===== src/rtl/wb_pkg.sv =====
// rtl/wb_pkg.sv - shared types and constants for the P_Risc write-back stage
package wb_pkg;

    typedef enum logic [0:0] {
        S_IDLE     = 1'b0,
        S_WAIT_MEM = 1'b1
    } wb_state_e;

    localparam logic [2:0] F3_LB  = 3'b000;
    localparam logic [2:0] F3_LH  = 3'b001;
    localparam logic [2:0] F3_LW  = 3'b010;
    localparam logic [2:0] F3_LBU = 3'b100;
    localparam logic [2:0] F3_LHU = 3'b101;

    localparam logic [4:0] REG_ZERO = 5'd0;

endpackage


===== src/rtl/wb_stage_if.sv =====
// rtl/wb_stage_if.sv - execute, data-memory and register-file signals of the write-back stage
interface wb_stage_if #(
    parameter int XLEN = 32
);
    logic            ex_valid;
    logic            ex_ready;
    logic [4:0]      ex_rd;
    logic [XLEN-1:0] ex_result;
    logic            ex_is_load;
    logic [2:0]      ex_funct3;
    logic            mem_rvalid;
    logic [XLEN-1:0] mem_rdata;
    logic [4:0]      A3;
    logic            WE3;
    logic [XLEN-1:0] WD3;
    logic            pend_valid;
    logic [4:0]      pend_rd;
    logic            misalign;

    modport slave (
        input  ex_valid, ex_rd, ex_result, ex_is_load, ex_funct3,
        input  mem_rvalid, mem_rdata,
        output ex_ready, A3, WE3, WD3, pend_valid, pend_rd, misalign
    );

    modport master (
        output ex_valid, ex_rd, ex_result, ex_is_load, ex_funct3,
        output mem_rvalid, mem_rdata,
        input  ex_ready, A3, WE3, WD3, pend_valid, pend_rd, misalign
    );
endinterface


===== src/rtl/load_extend.sv =====
// rtl/load_extend.sv - selects and sign/zero-extends load data from a raw memory word
module load_extend
    import wb_pkg::*;
#(
    parameter int XLEN = 32
) (
    input  logic [XLEN-1:0] rdata,
    input  logic [2:0]      funct3,
    input  logic [1:0]      addr_lo,
    output logic [XLEN-1:0] data
);

    logic [7:0]  sel_byte;
    logic [15:0] sel_half;

    // pick the addressed byte and halfword; halfword ignores addr_lo[0]
    always_comb begin
        sel_byte = rdata[7:0];
        case (addr_lo)
            2'd0: sel_byte = rdata[7:0];
            2'd1: sel_byte = rdata[15:8];
            2'd2: sel_byte = rdata[23:16];
            2'd3: sel_byte = rdata[31:24];
            default: sel_byte = rdata[7:0];
        endcase
        sel_half = addr_lo[1] ? rdata[31:16] : rdata[15:0];
    end

    // extend according to load type; unknown encodings behave as LW
    always_comb begin
        data = rdata;
        case (funct3)
            F3_LB:   data = {{(XLEN-8){sel_byte[7]}}, sel_byte};
            F3_LBU:  data = {{(XLEN-8){1'b0}}, sel_byte};
            F3_LH:   data = {{(XLEN-16){sel_half[15]}}, sel_half};
            F3_LHU:  data = {{(XLEN-16){1'b0}}, sel_half};
            default: data = rdata;
        endcase
    end

endmodule


===== src/rtl/wb_stage.sv =====
// rtl/wb_stage.sv - write-back stage owning the register-file write port (option: WB_MISALIGN_TRAP_EN)
module wb_stage
    import wb_pkg::*;
#(
    parameter int XLEN = 32
) (
    input  logic        CLK,
    input  logic        reset,
    wb_stage_if.slave   bus
);

    wb_state_e       state_q, state_d;
    logic [4:0]      rd_q, rd_d;
    logic [2:0]      f3_q, f3_d;
    logic [1:0]      lo_q, lo_d;
    logic            we_q, we_d;
    logic [4:0]      a3_q, a3_d;
    logic [XLEN-1:0] wd_q, wd_d;
    logic            mis_q, mis_d;
    logic            mis_c;
    logic [XLEN-1:0] ext_data;

    load_extend #(.XLEN(XLEN)) u_load_extend (
        .rdata   (bus.mem_rdata),
        .funct3  (f3_q),
        .addr_lo (lo_q),
        .data    (ext_data)
    );

`ifdef WB_MISALIGN_TRAP_EN
    // flag loads whose access crosses its natural alignment
    always_comb begin
        mis_c = 1'b0;
        case (f3_q)
            F3_LB, F3_LBU: mis_c = 1'b0;
            F3_LH, F3_LHU: mis_c = lo_q[0];
            default:       mis_c = (lo_q != 2'd0);
        endcase
    end
`else
    assign mis_c = 1'b0;
`endif

    // next state, load bookkeeping and the write to schedule for the next cycle
    always_comb begin
        state_d = state_q;
        rd_d    = rd_q;
        f3_d    = f3_q;
        lo_d    = lo_q;
        we_d    = 1'b0;
        a3_d    = '0;
        wd_d    = '0;
        mis_d   = 1'b0;
        case (state_q)
            S_IDLE: begin
                if (bus.ex_valid) begin
                    if (bus.ex_is_load) begin
                        state_d = S_WAIT_MEM;
                        rd_d    = bus.ex_rd;
                        f3_d    = bus.ex_funct3;
                        lo_d    = bus.ex_result[1:0];
                    end else if (bus.ex_rd != REG_ZERO) begin
                        we_d = 1'b1;
                        a3_d = bus.ex_rd;
                        wd_d = bus.ex_result;
                    end
                end
            end
            S_WAIT_MEM: begin
                if (bus.mem_rvalid) begin
                    state_d = S_IDLE;
                    mis_d   = mis_c;
                    if (!mis_c && (rd_q != REG_ZERO)) begin
                        we_d = 1'b1;
                        a3_d = rd_q;
                        wd_d = ext_data;
                    end
                end
            end
            default: state_d = S_IDLE;
        endcase
    end

    // state, pending-load fields and registered write port
    always_ff @(posedge CLK) begin
        if (reset) begin
            state_q <= S_IDLE;
            rd_q    <= '0;
            f3_q    <= '0;
            lo_q    <= '0;
            we_q    <= 1'b0;
            a3_q    <= '0;
            wd_q    <= '0;
            mis_q   <= 1'b0;
        end else begin
            state_q <= state_d;
            rd_q    <= rd_d;
            f3_q    <= f3_d;
            lo_q    <= lo_d;
            we_q    <= we_d;
            a3_q    <= a3_d;
            wd_q    <= wd_d;
            mis_q   <= mis_d;
        end
    end

    assign bus.ex_ready   = (state_q == S_IDLE);
    assign bus.pend_valid = (state_q == S_WAIT_MEM);
    assign bus.pend_rd    = (state_q == S_WAIT_MEM) ? rd_q : REG_ZERO;
    assign bus.WE3        = we_q;
    assign bus.A3         = a3_q;
    assign bus.WD3        = wd_q;
    assign bus.misalign   = mis_q;

endmodule


===== src/flat_wrapper.sv =====
// flat-port wrapper written by rule: the top's interface ports become plain ports
module wb_stage_flat import wb_pkg::*;
#(
    parameter int XLEN = 32
)
  (CLK, reset, bus_ex_valid, bus_ex_rd, bus_ex_result, bus_ex_is_load, bus_ex_funct3, bus_mem_rvalid, bus_mem_rdata, bus_ex_ready, bus_A3, bus_WE3, bus_WD3, bus_pend_valid, bus_pend_rd, bus_misalign);
  wb_stage_if #(.XLEN(XLEN)) bus_i ();
  input  logic CLK;
  input  logic reset;
  input wire logic [$bits(bus_i.ex_valid)-1:0] bus_ex_valid;
  input wire logic [$bits(bus_i.ex_rd)-1:0] bus_ex_rd;
  input wire logic [$bits(bus_i.ex_result)-1:0] bus_ex_result;
  input wire logic [$bits(bus_i.ex_is_load)-1:0] bus_ex_is_load;
  input wire logic [$bits(bus_i.ex_funct3)-1:0] bus_ex_funct3;
  input wire logic [$bits(bus_i.mem_rvalid)-1:0] bus_mem_rvalid;
  input wire logic [$bits(bus_i.mem_rdata)-1:0] bus_mem_rdata;
  output wire logic [$bits(bus_i.ex_ready)-1:0] bus_ex_ready;
  output wire logic [$bits(bus_i.A3)-1:0] bus_A3;
  output wire logic [$bits(bus_i.WE3)-1:0] bus_WE3;
  output wire logic [$bits(bus_i.WD3)-1:0] bus_WD3;
  output wire logic [$bits(bus_i.pend_valid)-1:0] bus_pend_valid;
  output wire logic [$bits(bus_i.pend_rd)-1:0] bus_pend_rd;
  output wire logic [$bits(bus_i.misalign)-1:0] bus_misalign;
  assign bus_i.ex_valid = bus_ex_valid;
  assign bus_i.ex_rd = bus_ex_rd;
  assign bus_i.ex_result = bus_ex_result;
  assign bus_i.ex_is_load = bus_ex_is_load;
  assign bus_i.ex_funct3 = bus_ex_funct3;
  assign bus_i.mem_rvalid = bus_mem_rvalid;
  assign bus_i.mem_rdata = bus_mem_rdata;
  assign bus_ex_ready = bus_i.ex_ready;
  assign bus_A3 = bus_i.A3;
  assign bus_WE3 = bus_i.WE3;
  assign bus_WD3 = bus_i.WD3;
  assign bus_pend_valid = bus_i.pend_valid;
  assign bus_pend_rd = bus_i.pend_rd;
  assign bus_misalign = bus_i.misalign;
  wb_stage #(.XLEN(XLEN)) u_core (.CLK(CLK), .reset(reset), .bus(bus_i));
endmodule

===== config.mk =====
export PLATFORM = sky130hd
export DESIGN_NAME = wb_stage_flat
export DESIGN_NICKNAME = d
export VERILOG_FILES = /design/src/rtl/wb_pkg.sv /design/src/rtl/wb_stage_if.sv /design/src/rtl/load_extend.sv /design/src/rtl/wb_stage.sv /design/src/flat_wrapper.sv
export SDC_FILE = /design/constraint.sdc
export NUM_CORES = 1
export LEC_CHECK = 0
export BUFFER_PORTS_ARGS = -buffer_cell sky130_fd_sc_hd__buf_2
export CORE_MARGIN = 3
export CORE_UTILIZATION = 42
export DETAILED_ROUTE_END_ITERATION = 8
export MAX_ROUTING_LAYER = met4
export PLACE_DENSITY_LB_ADDON = 0.15
export SLEW_MARGIN = 0
export SYNTH_ARGS = -nofsm -noshare
export SYNTH_HDL_FRONTEND = slang
export SYNTH_SLANG_ARGS = --single-unit

===== constraint.sdc =====
create_clock -name CLK -period 2.77 [get_ports CLK]
set_input_delay 0.1385 -clock CLK [delete_from_list [all_inputs] [get_ports CLK]]
set_output_delay 0.1385 -clock CLK [all_outputs]
set_load 0.02 [all_outputs]

==> run_summary.xml, run 1 <==
<?xml version="1.0" encoding="UTF-8"?>
<metrics>
  <group name="outcome">
    <metric name="status" unit="">finished, final reports clean</metric>
  </group>
  <group name="logic_synthesis">
    <metric name="yosys_register_bits" unit="">49</metric>
    <metric name="post-synth-top-area-fraction" unit="">0.436</metric>
    <metric name="synth-compound-area-share" unit="">0.249</metric>
    <metric name="syn-cell-area" unit="µm²">2250</metric>
    <metric name="multiplexer_fraction_of_the_synthesized_cell_area" unit="">0.100</metric>
    <metric name="synth_xor_xnor_area_share" unit="">0</metric>
    <metric name="synth_top_family_by_area" unit="">compound AO/OA/AOI/OAI gates</metric>
    <metric name="yosys-top-cells-count" unit="">49 x sky130_fd_sc_hd__dfxtp_1, 18 x sky130_fd_sc_hd__mux2i_1, 18 x sky130_fd_sc_hd__nand2b_1, 18 x sky130_fd_sc_hd__nor2_1</metric>
    <metric name="synth-warning-count" unit="">0</metric>
    <metric name="synth_seq_area_share" unit="">0.436</metric>
    <metric name="synth-adder-area-share" unit="">0</metric>
    <metric name="top_area_cells_in_the_synthesized_netlist" unit="">sky130_fd_sc_hd__dfxtp_1 44%, sky130_fd_sc_hd__mux2i_1 8.0%, sky130_fd_sc_hd__a221o_1 7.1%</metric>
    <metric name="synthesis.nets" unit="">308</metric>
    <metric name="async_reset_ff_frac" unit="">0</metric>
    <metric name="synthFlopType" unit="">sky130_fd_sc_hd__dfxtp_1</metric>
    <metric name="simple_logic_cell_fraction_of_the_synthesized_area" unit="">0.156</metric>
    <metric name="cell_variety_after_synth" unit="">34</metric>
    <metric name="synth_area_per_cell" unit="µm²">9.73</metric>
    <metric name="synthCells" unit="">231</metric>
    <metric name="synth-edff-count" unit="">0</metric>
    <metric name="post_synth_top_area_cell" unit="">sky130_fd_sc_hd__dfxtp_1</metric>
    <metric name="yosys.cell_count.top_type" unit="">sky130_fd_sc_hd__dfxtp_1</metric>
  </group>
  <group name="global_route">
    <metric name="gr-usage-met1" unit="">0.295</metric>
    <metric name="gr-total-overflow" unit="">0</metric>
    <metric name="grtUsageMet2" unit="">0.302</metric>
    <metric name="grt_start_max_net_pins" unit="">33</metric>
    <metric name="via_count_of_the_first_global_routing_pass" unit="">2023</metric>
    <metric name="grt_antenna_before_repair" unit="">0</metric>
    <metric name="m3_gr_usage" unit="">0.0476</metric>
    <metric name="grt_first_pass_wirelength" unit="µm">9970</metric>
    <metric name="track_usage" unit="">0.207</metric>
    <metric name="gr-max-usage-layer" unit="">met2</metric>
  </group>
  <group name="setup_path">
    <metric name="setup.reg_to_reg.worst_slack" unit="ns">0.80</metric>
    <metric name="crit_path_end_kind" unit="">flop</metric>
    <metric name="critical_path_arrival" unit="ns">2.20</metric>
    <metric name="critical_path.max_fanout" unit="">32</metric>
    <metric name="worst_ep_required_time" unit="ns">3.01</metric>
    <metric name="crit_path_start_kind" unit="">flop</metric>
    <metric name="crit_type" unit="">reg -&gt; reg</metric>
  </group>
  <group name="power">
    <metric name="power.switching_fraction" unit="">0.241</metric>
    <metric name="power.ir.vdd_worst" unit="µV">259</metric>
    <metric name="seq_power_share" unit="">0.472</metric>
    <metric name="portion_of_total_power_attributed_to_combinational_logic" unit="">0.161</metric>
    <metric name="pwr-share-clk" unit="">0.367</metric>
    <metric name="power_switching" unit="µW">382</metric>
    <metric name="report.power.total" unit="µW">1590</metric>
    <metric name="power_per_cell_area" unit="nW/µm²">531</metric>
    <metric name="total_leakage_power" unit="µW">0.00144</metric>
    <metric name="internal_power" unit="µW">1200</metric>
  </group>
  <group name="routing">
    <metric name="routed-via-count" unit="">2194</metric>
    <metric name="dr.pass1.iters" unit="">4</metric>
    <metric name="drt-vias-per-instance" unit="">5.33</metric>
    <metric name="detail_route.wl_per_cell" unit="µm">15.6</metric>
    <metric name="postRouteAntennaNets" unit="">0</metric>
    <metric name="postRouteWirelength" unit="µm">6430</metric>
    <metric name="drt_iter0_markers" unit="">134</metric>
    <metric name="post-route-drc-count" unit="">0</metric>
  </group>
  <group name="sta">
    <metric name="rsz0062_at_grt" unit="">false</metric>
    <metric name="final_hold_viol_count" unit="">0</metric>
    <metric name="setup_failing_eps_final" unit="">0</metric>
    <metric name="setup-tns-final" unit="ns">0</metric>
    <metric name="maxClockFrequency" unit="MHz">508</metric>
    <metric name="timing.max_slew.rel_slack" unit="">0.371</metric>
    <metric name="skew" unit="ns">0.0138</metric>
    <metric name="layout_worst_path_cycle_share" unit="">0.710</metric>
    <metric name="max_slew.worst_pin.slew" unit="ns">0.942</metric>
    <metric name="final_critical_path_setup_slack" unit="ns">0.803</metric>
    <metric name="timing_max_transition_violations_final" unit="">0</metric>
    <metric name="final.min_clock_period" unit="ns">1.97</metric>
  </group>
  <group name="cts">
    <metric name="cts_made_buffers" unit="">5</metric>
    <metric name="post-cts-setup-buffers" unit="">0</metric>
    <metric name="clk_root_buffer_cell" unit="">sky130_fd_sc_hd__clkbuf_8</metric>
    <metric name="max-clock-path-buffers" unit="">2</metric>
    <metric name="post_cts_resize_count" unit="">0</metric>
    <metric name="ctsHtreeMaxLevel" unit="">2</metric>
    <metric name="clock_latency" unit="ns">0.30</metric>
    <metric name="tritoncts_clock_tree" unit="">built</metric>
    <metric name="clk_pin_slew_worst_setup_hold_paths" unit="ns">0.09</metric>
    <metric name="postCtsHoldBufs" unit="">0</metric>
    <metric name="cts_sinks" unit="">49</metric>
  </group>
  <group name="die">
    <metric name="fp.coreArea" unit="µm²">5140</metric>
    <metric name="die_width" unit="µm">79.2</metric>
    <metric name="ioPinCount" unit="">123</metric>
    <metric name="initial_core_utilization" unit="">0.437</metric>
    <metric name="vertical_die_dimension" unit="µm">79.2</metric>
    <metric name="floorplan.rows" unit="">26</metric>
    <metric name="fp.dieArea" unit="µm²">6270</metric>
  </group>
  <group name="worst_hold_path">
    <metric name="holdCritPathClass" unit="">in -&gt; reg</metric>
  </group>
  <group name="cells_and_area">
    <metric name="insertedDiodeCount" unit="">0</metric>
    <metric name="final.fill_count" unit="">485</metric>
    <metric name="drive_above_1_share" unit="">0.409</metric>
    <metric name="final_core_utilization" unit="">0.582</metric>
    <metric name="area_delta_synth_final" unit="%">32.9</metric>
    <metric name="finish.net_count" unit="">418</metric>
    <metric name="post-route-cell-area" unit="µm²">2990</metric>
  </group>
  <group name="placement">
    <metric name="placement.setup.worst_slack" unit="ns">0.843</metric>
    <metric name="hpwl" unit="µm">4950</metric>
    <metric name="routabilityCongestion" unit="">0.824</metric>
    <metric name="detailed_place.area" unit="µm²">2860</metric>
    <metric name="place.port_buffers" unit="">121</metric>
  </group>
  <group name="run">
    <metric name="timing.max_cap.violations" unit="">0</metric>
  </group>
</metrics>
==> flip-flops by register name (all words and copies together), names as in the netlist <==
signal and count:
u_core.bus.pend_valid 1, u_core.bus.WD3 32, u_core.bus.WE3 1, u_core.lo_q 2, u_core.bus.A3 5, u_core.rd_q 5
u_core.f3_q 3
==> per-layer routing <==
layer	wire length, µm	share of wire
met1	3000	0.47
met2	2840	0.44
met3	560	0.087
met4	23	0.0036
met5	0	0
==> through the flow <==
stage | hold slack, ns | instances
after global placement | 0.354 | 404
after detailed placement | 0.354 | 404
after CTS | 0.0389 | 412
after global routing | 0.0392 | 412
after floorplan | 0.264 | 231
final | 0.0492 | 412
==> critical path, stage by stage (launching register included) <==
cell and delay [ns]:
sky130_fd_sc_hd__dfxtp_1 0.38, sky130_fd_sc_hd__nor3b_1 0.53, sky130_fd_sc_hd__o21ai_0 0.31, sky130_fd_sc_hd__nor2_2 0.13
sky130_fd_sc_hd__buf_4 0.33, sky130_fd_sc_hd__a221o_1 0.21
==> cell usage in the layout, fill, tap and decap left out <==
cell type | Yosys | layout
sky130_fd_sc_hd__clkinv_1 | 1 | 1
sky130_fd_sc_hd__a32o_1 | 16 | 16
sky130_fd_sc_hd__inv_1 | 3 | 3
sky130_fd_sc_hd__buf_2 | 1 | 121
sky130_fd_sc_hd__a21oi_1 | 3 | 3
sky130_fd_sc_hd__nor3b_1 | 1 | 1
sky130_fd_sc_hd__and3_1 | 1 | 1
sky130_fd_sc_hd__and2_1 | 6 | 6
sky130_fd_sc_hd__clkbuf_8 | 0 | 5
sky130_fd_sc_hd__nor2_1 | 18 | 17
sky130_fd_sc_hd__nor2_2 | 0 | 1
sky130_fd_sc_hd__nand2b_1 | 18 | 18
sky130_fd_sc_hd__a211oi_1 | 1 | 1
sky130_fd_sc_hd__nand2_1 | 16 | 16
sky130_fd_sc_hd__mux4_2 | 2 | 2
sky130_fd_sc_hd__nor2b_1 | 1 | 1
sky130_fd_sc_hd__bufinv_16 | 0 | 2
sky130_fd_sc_hd__o22ai_1 | 8 | 8
sky130_fd_sc_hd__conb_1 | 1 | 1
sky130_fd_sc_hd__nand3_1 | 1 | 1
sky130_fd_sc_hd__or4_1 | 1 | 1
sky130_fd_sc_hd__or3b_2 | 1 | 1
sky130_fd_sc_hd__and2_4 | 1 | 1
sky130_fd_sc_hd__buf_4 | 2 | 3
sky130_fd_sc_hd__o211a_1 | 1 | 1
sky130_fd_sc_hd__or4_4 | 1 | 1
sky130_fd_sc_hd__o21ai_0 | 10 | 10
sky130_fd_sc_hd__a32oi_1 | 8 | 8
sky130_fd_sc_hd__mux2i_1 | 18 | 18
sky130_fd_sc_hd__a22oi_1 | 5 | 5
sky130_fd_sc_hd__a221o_1 | 16 | 16
sky130_fd_sc_hd__dfxtp_1 | 49 | 49
sky130_fd_sc_hd__or2_2 | 2 | 2
sky130_fd_sc_hd__clkinv_2 | 0 | 1
==> worst paths after layout <==
kind                                                       start                             to  cells after the start
worst max-delay path            u_core.bus.pend_valid$_SDFF_PP0_  u_core.bus.WD3[27]$_SDFF_PP0_                      5
worst min-delay path                           bus_ex_result[13]  u_core.bus.WD3[13]$_SDFF_PP0_                      2
worst max register to register  u_core.bus.pend_valid$_SDFF_PP0_  u_core.bus.WD3[27]$_SDFF_PP0_                      5
worst min register to register       u_core.f3_q[2]$_SDFFE_PP0P_    u_core.f3_q[2]$_SDFFE_PP0P_                      2
==> power by group through the flow <==
stage,Combinational [µW],Sequential (µW),Clock (µW)
after detailed placement,252,765,0
after CTS,253,749,599
final,255,748,582
after global placement,252,765,0
after floorplan,120,784,0
after global routing,278,752,624
==> logic make-up after synthesis <==
group,count (synthesis)
buffers and inverters,25
DFF,49
and+or+nand+nor,68
other,1
muxes,20
AOI/OAI and AO/OA,68
==> final cells by class <==
cell class,instances,area [µm²],area share
multi-input combinational,157,1140,0.383
inverter,4,15.0,0.00502
clock inverter,3,65.1,0.0218
sequential,49,981,0.328
tap,70,87.6,0.0293
timing repair buffer,124,628,0.210
clock buffer,5,68.8,0.0230
(Power assumes the default switching activity.)
==> run 2, diff against run 1 <==
==> constraint.sdc (replaced) <==
create_clock -name CLK -period 1.81 [get_ports CLK]
set_input_delay 0.0905 -clock CLK [delete_from_list [all_inputs] [get_ports CLK]]
set_output_delay 0.0905 -clock CLK [all_outputs]
set_load 0.02 [all_outputs]
==> run 2 against run 1 <==
Effect of this change: critical path depth shrank 1; total power grew 38%; global-route usage grew 0.83 points; sequential share of layout area shrank 1.4 points; clock power grew 6.5%; die area is the same; sequential cell count is the same; first-iteration DRC count grew 33%; cell count grew 4.1%; routed wire length grew 3.4%; critical endpoint is now u_core.bus.WD3[16]$_SDFF_PP0_.
==> run_summary.xml, run 2 (same netlist as run 1, synthesis figures left out) <==
<?xml version="1.0" encoding="UTF-8"?>
<metrics>
  <group name="placement">
    <metric name="hpwl" unit="µm">5080</metric>
    <metric name="detailed_place.area" unit="µm²">2940</metric>
    <metric name="routabilityCongestion" unit="">0.825</metric>
    <metric name="placement.setup.worst_slack" unit="ns">0.0323</metric>
    <metric name="placedCellCount" unit="">412</metric>
    <metric name="place.port_buffers" unit="">121</metric>
  </group>
  <group name="routing">
    <metric name="routedLengthMet1" unit="µm">3140</metric>
    <metric name="detail_route.wl_per_cell" unit="µm">15.5</metric>
    <metric name="routed-via-count" unit="">2277</metric>
    <metric name="drt_iter0_markers" unit="">178</metric>
    <metric name="postRouteAntennaNets" unit="">0</metric>
    <metric name="post-route-drc-count" unit="">0</metric>
    <metric name="dr.pass1.iters" unit="">4</metric>
    <metric name="wl_met3" unit="µm">530</metric>
    <metric name="postRouteWirelength" unit="µm">6650</metric>
    <metric name="drt-vias-per-instance" unit="">5.31</metric>
    <metric name="highest-signal-layer" unit="">met4</metric>
    <metric name="wl_met2" unit="µm">2950</metric>
  </group>
  <group name="setup_path">
    <metric name="max_stage_delay" unit="ns">0.53</metric>
    <metric name="critical_path.max_fanout" unit="">8</metric>
    <metric name="critical-path-top-delay-family" unit="">simple AND/OR/NAND/NOR gates</metric>
    <metric name="path_cells" unit="">or4_4 &gt; o211a_4 &gt; and2_4 &gt; a221o_1</metric>
    <metric name="crit_type" unit="">reg -&gt; reg</metric>
    <metric name="crit_path_start_kind" unit="">flop</metric>
    <metric name="critical-path-slowest-cell" unit="">sky130_fd_sc_hd__or4_4</metric>
    <metric name="worst_ep_required_time" unit="ns">1.99</metric>
    <metric name="crit_path_end_kind" unit="">flop</metric>
    <metric name="cp.buffers_inverters" unit="">0</metric>
    <metric name="critical_path_arrival" unit="ns">1.95</metric>
  </group>
  <group name="die">
    <metric name="initial_core_utilization" unit="">0.437</metric>
    <metric name="ioPinCount" unit="">123</metric>
    <metric name="die_width" unit="µm">79.2</metric>
    <metric name="floorplan.rows" unit="">26</metric>
    <metric name="fp.coreArea" unit="µm²">5140</metric>
    <metric name="fp.dieArea" unit="µm²">6270</metric>
    <metric name="vertical_die_dimension" unit="µm">79.2</metric>
  </group>
  <group name="cts">
    <metric name="cts_sinks" unit="">49</metric>
    <metric name="ctsHtreeMaxLevel" unit="">2</metric>
    <metric name="tritoncts_clock_tree" unit="">built</metric>
    <metric name="clk_pin_slew_worst_setup_hold_paths" unit="ns">0.09</metric>
    <metric name="clk_root_buffer_cell" unit="">sky130_fd_sc_hd__clkbuf_8</metric>
    <metric name="cts_made_buffers" unit="">5</metric>
    <metric name="max-clock-path-buffers" unit="">2</metric>
    <metric name="clock_latency" unit="ns">0.29</metric>
    <metric name="post-cts-setup-buffers" unit="">0</metric>
  </group>
  <group name="cells_and_area">
    <metric name="final_core_utilization" unit="">0.610</metric>
    <metric name="finish.net_count" unit="">435</metric>
    <metric name="layoutNonFillerInstCount" unit="">429</metric>
    <metric name="most_frequent_cells_in_the_layout" unit="">121 x sky130_fd_sc_hd__buf_2, 47 x sky130_fd_sc_hd__dfxtp_1, 18 x sky130_fd_sc_hd__mux2i_1, 18 x sky130_fd_sc_hd__nand2b_1, 17 x sky130_fd_sc_hd__nor2_1</metric>
    <metric name="final_common_cell" unit="">sky130_fd_sc_hd__buf_2</metric>
    <metric name="drive_above_1_share" unit="">0.429</metric>
    <metric name="insertedDiodeCount" unit="">0</metric>
    <metric name="largest_reg_flops" unit="">32</metric>
    <metric name="area_delta_synth_final" unit="%">39.3</metric>
    <metric name="final.fill_count" unit="">501</metric>
    <metric name="post-route-cell-area" unit="µm²">3130</metric>
  </group>
  <group name="global_route">
    <metric name="gr-total-overflow" unit="">0</metric>
    <metric name="via_count_of_the_first_global_routing_pass" unit="">2084</metric>
    <metric name="grt_start_max_net_pins" unit="">33</metric>
    <metric name="track_usage" unit="">0.215</metric>
    <metric name="grt_antenna_before_repair" unit="">0</metric>
    <metric name="grt_first_pass_wirelength" unit="µm">10400</metric>
  </group>
  <group name="sta">
    <metric name="maxClockFrequency" unit="MHz">567</metric>
    <metric name="layout_worst_path_cycle_share" unit="">0.974</metric>
    <metric name="final.min_clock_period" unit="ns">1.76</metric>
    <metric name="final_hold_viol_count" unit="">0</metric>
    <metric name="timing_max_transition_violations_final" unit="">0</metric>
    <metric name="rsz0062_at_grt" unit="">false</metric>
    <metric name="setup_failing_eps_final" unit="">0</metric>
    <metric name="final_critical_path_setup_slack" unit="ns">0.0476</metric>
    <metric name="setup-tns-final" unit="ns">0</metric>
    <metric name="skew" unit="ns">0.00544</metric>
  </group>
  <group name="power">
    <metric name="total_leakage_power" unit="µW">0.00149</metric>
    <metric name="power_per_cell_area" unit="nW/µm²">701</metric>
    <metric name="power.ir.vdd_worst" unit="µV">315</metric>
  </group>
  <group name="worst_hold_path">
    <metric name="holdCritPathClass" unit="">in -&gt; reg</metric>
  </group>
  <group name="outcome">
    <metric name="status" unit="">finished, final reports clean</metric>
  </group>
  <group name="run">
    <metric name="timing.max_cap.violations" unit="">0</metric>
  </group>
</metrics>
## run 2: area by class of cell
| class | count | area (µm²) | share of cell area |
|---|---|---|---|
| Timing Repair Buffer | 140 | 785 | 0.250 |
| Multi-Input combinational cell | 158 | 1180 | 0.375 |
| Clock buffer | 5 | 68.8 | 0.0220 |
| Tap cell | 70 | 87.6 | 0.0280 |
| Inverter | 4 | 15.0 | 0.00479 |
| Clock inverter | 3 | 17.5 | 0.00559 |
| Sequential cell | 49 | 983 | 0.314 |
## run 2: per-stage QoR
stage          power [µW]  hold WS [ns]
6_report             2190       0.00743
5_1_grt              2310       0.00569
4_1_cts              2200      0.000543
3_5_place_dp         1580         0.306
3_3_place_gp         1580         0.310
2_1_floorplan        1390         0.216
## run 2: path summary, 6_finish.rpt
check	from	end	slack, ns	depth (start not counted)
max reg2reg	u_core.rd_q[3]$_SDFFE_PP0P_	u_core.bus.WD3[16]$_SDFF_PP0_	0.05	4
min	bus_ex_result[5]	u_core.bus.WD3[5]$_SDFF_PP0_	0.007	2
min reg2reg	u_core.rd_q[3]$_SDFFE_PP0P_	u_core.rd_q[3]$_SDFFE_PP0P_	0.53	2
max	u_core.rd_q[3]$_SDFFE_PP0P_	u_core.bus.WD3[16]$_SDFF_PP0_	0.05	4
## run 2: where the power goes
part	switching [µW]	total (µW)	leakage, µW	internal, µW
Sequential	19.9	1140	0.000400	1120
Clock	353	620	0.0000439	267
Combinational	232	436	0.00105	204
## run 2: worst register-to-register path: stages, from the launching register on
cell	delay, ns
sky130_fd_sc_hd__dfxtp_2	0.34
sky130_fd_sc_hd__or4_4	0.53
sky130_fd_sc_hd__o211a_4	0.26
sky130_fd_sc_hd__and2_4	0.17
sky130_fd_sc_hd__a221o_1	0.34
## run 2: timing repair
item,CTS,global route
resized for setup,0,4
hold buffers,5,3
endpoints found under the hold margin,5,3
endpoints found under the setup margin,0,9
## run 2: layer usage
layer	vias up	GRT usage
li1	1119	-
met1	1060	0.313
met2	96	0.316
met3	2	0.0351
met4	0	0.0412
met5	-	-
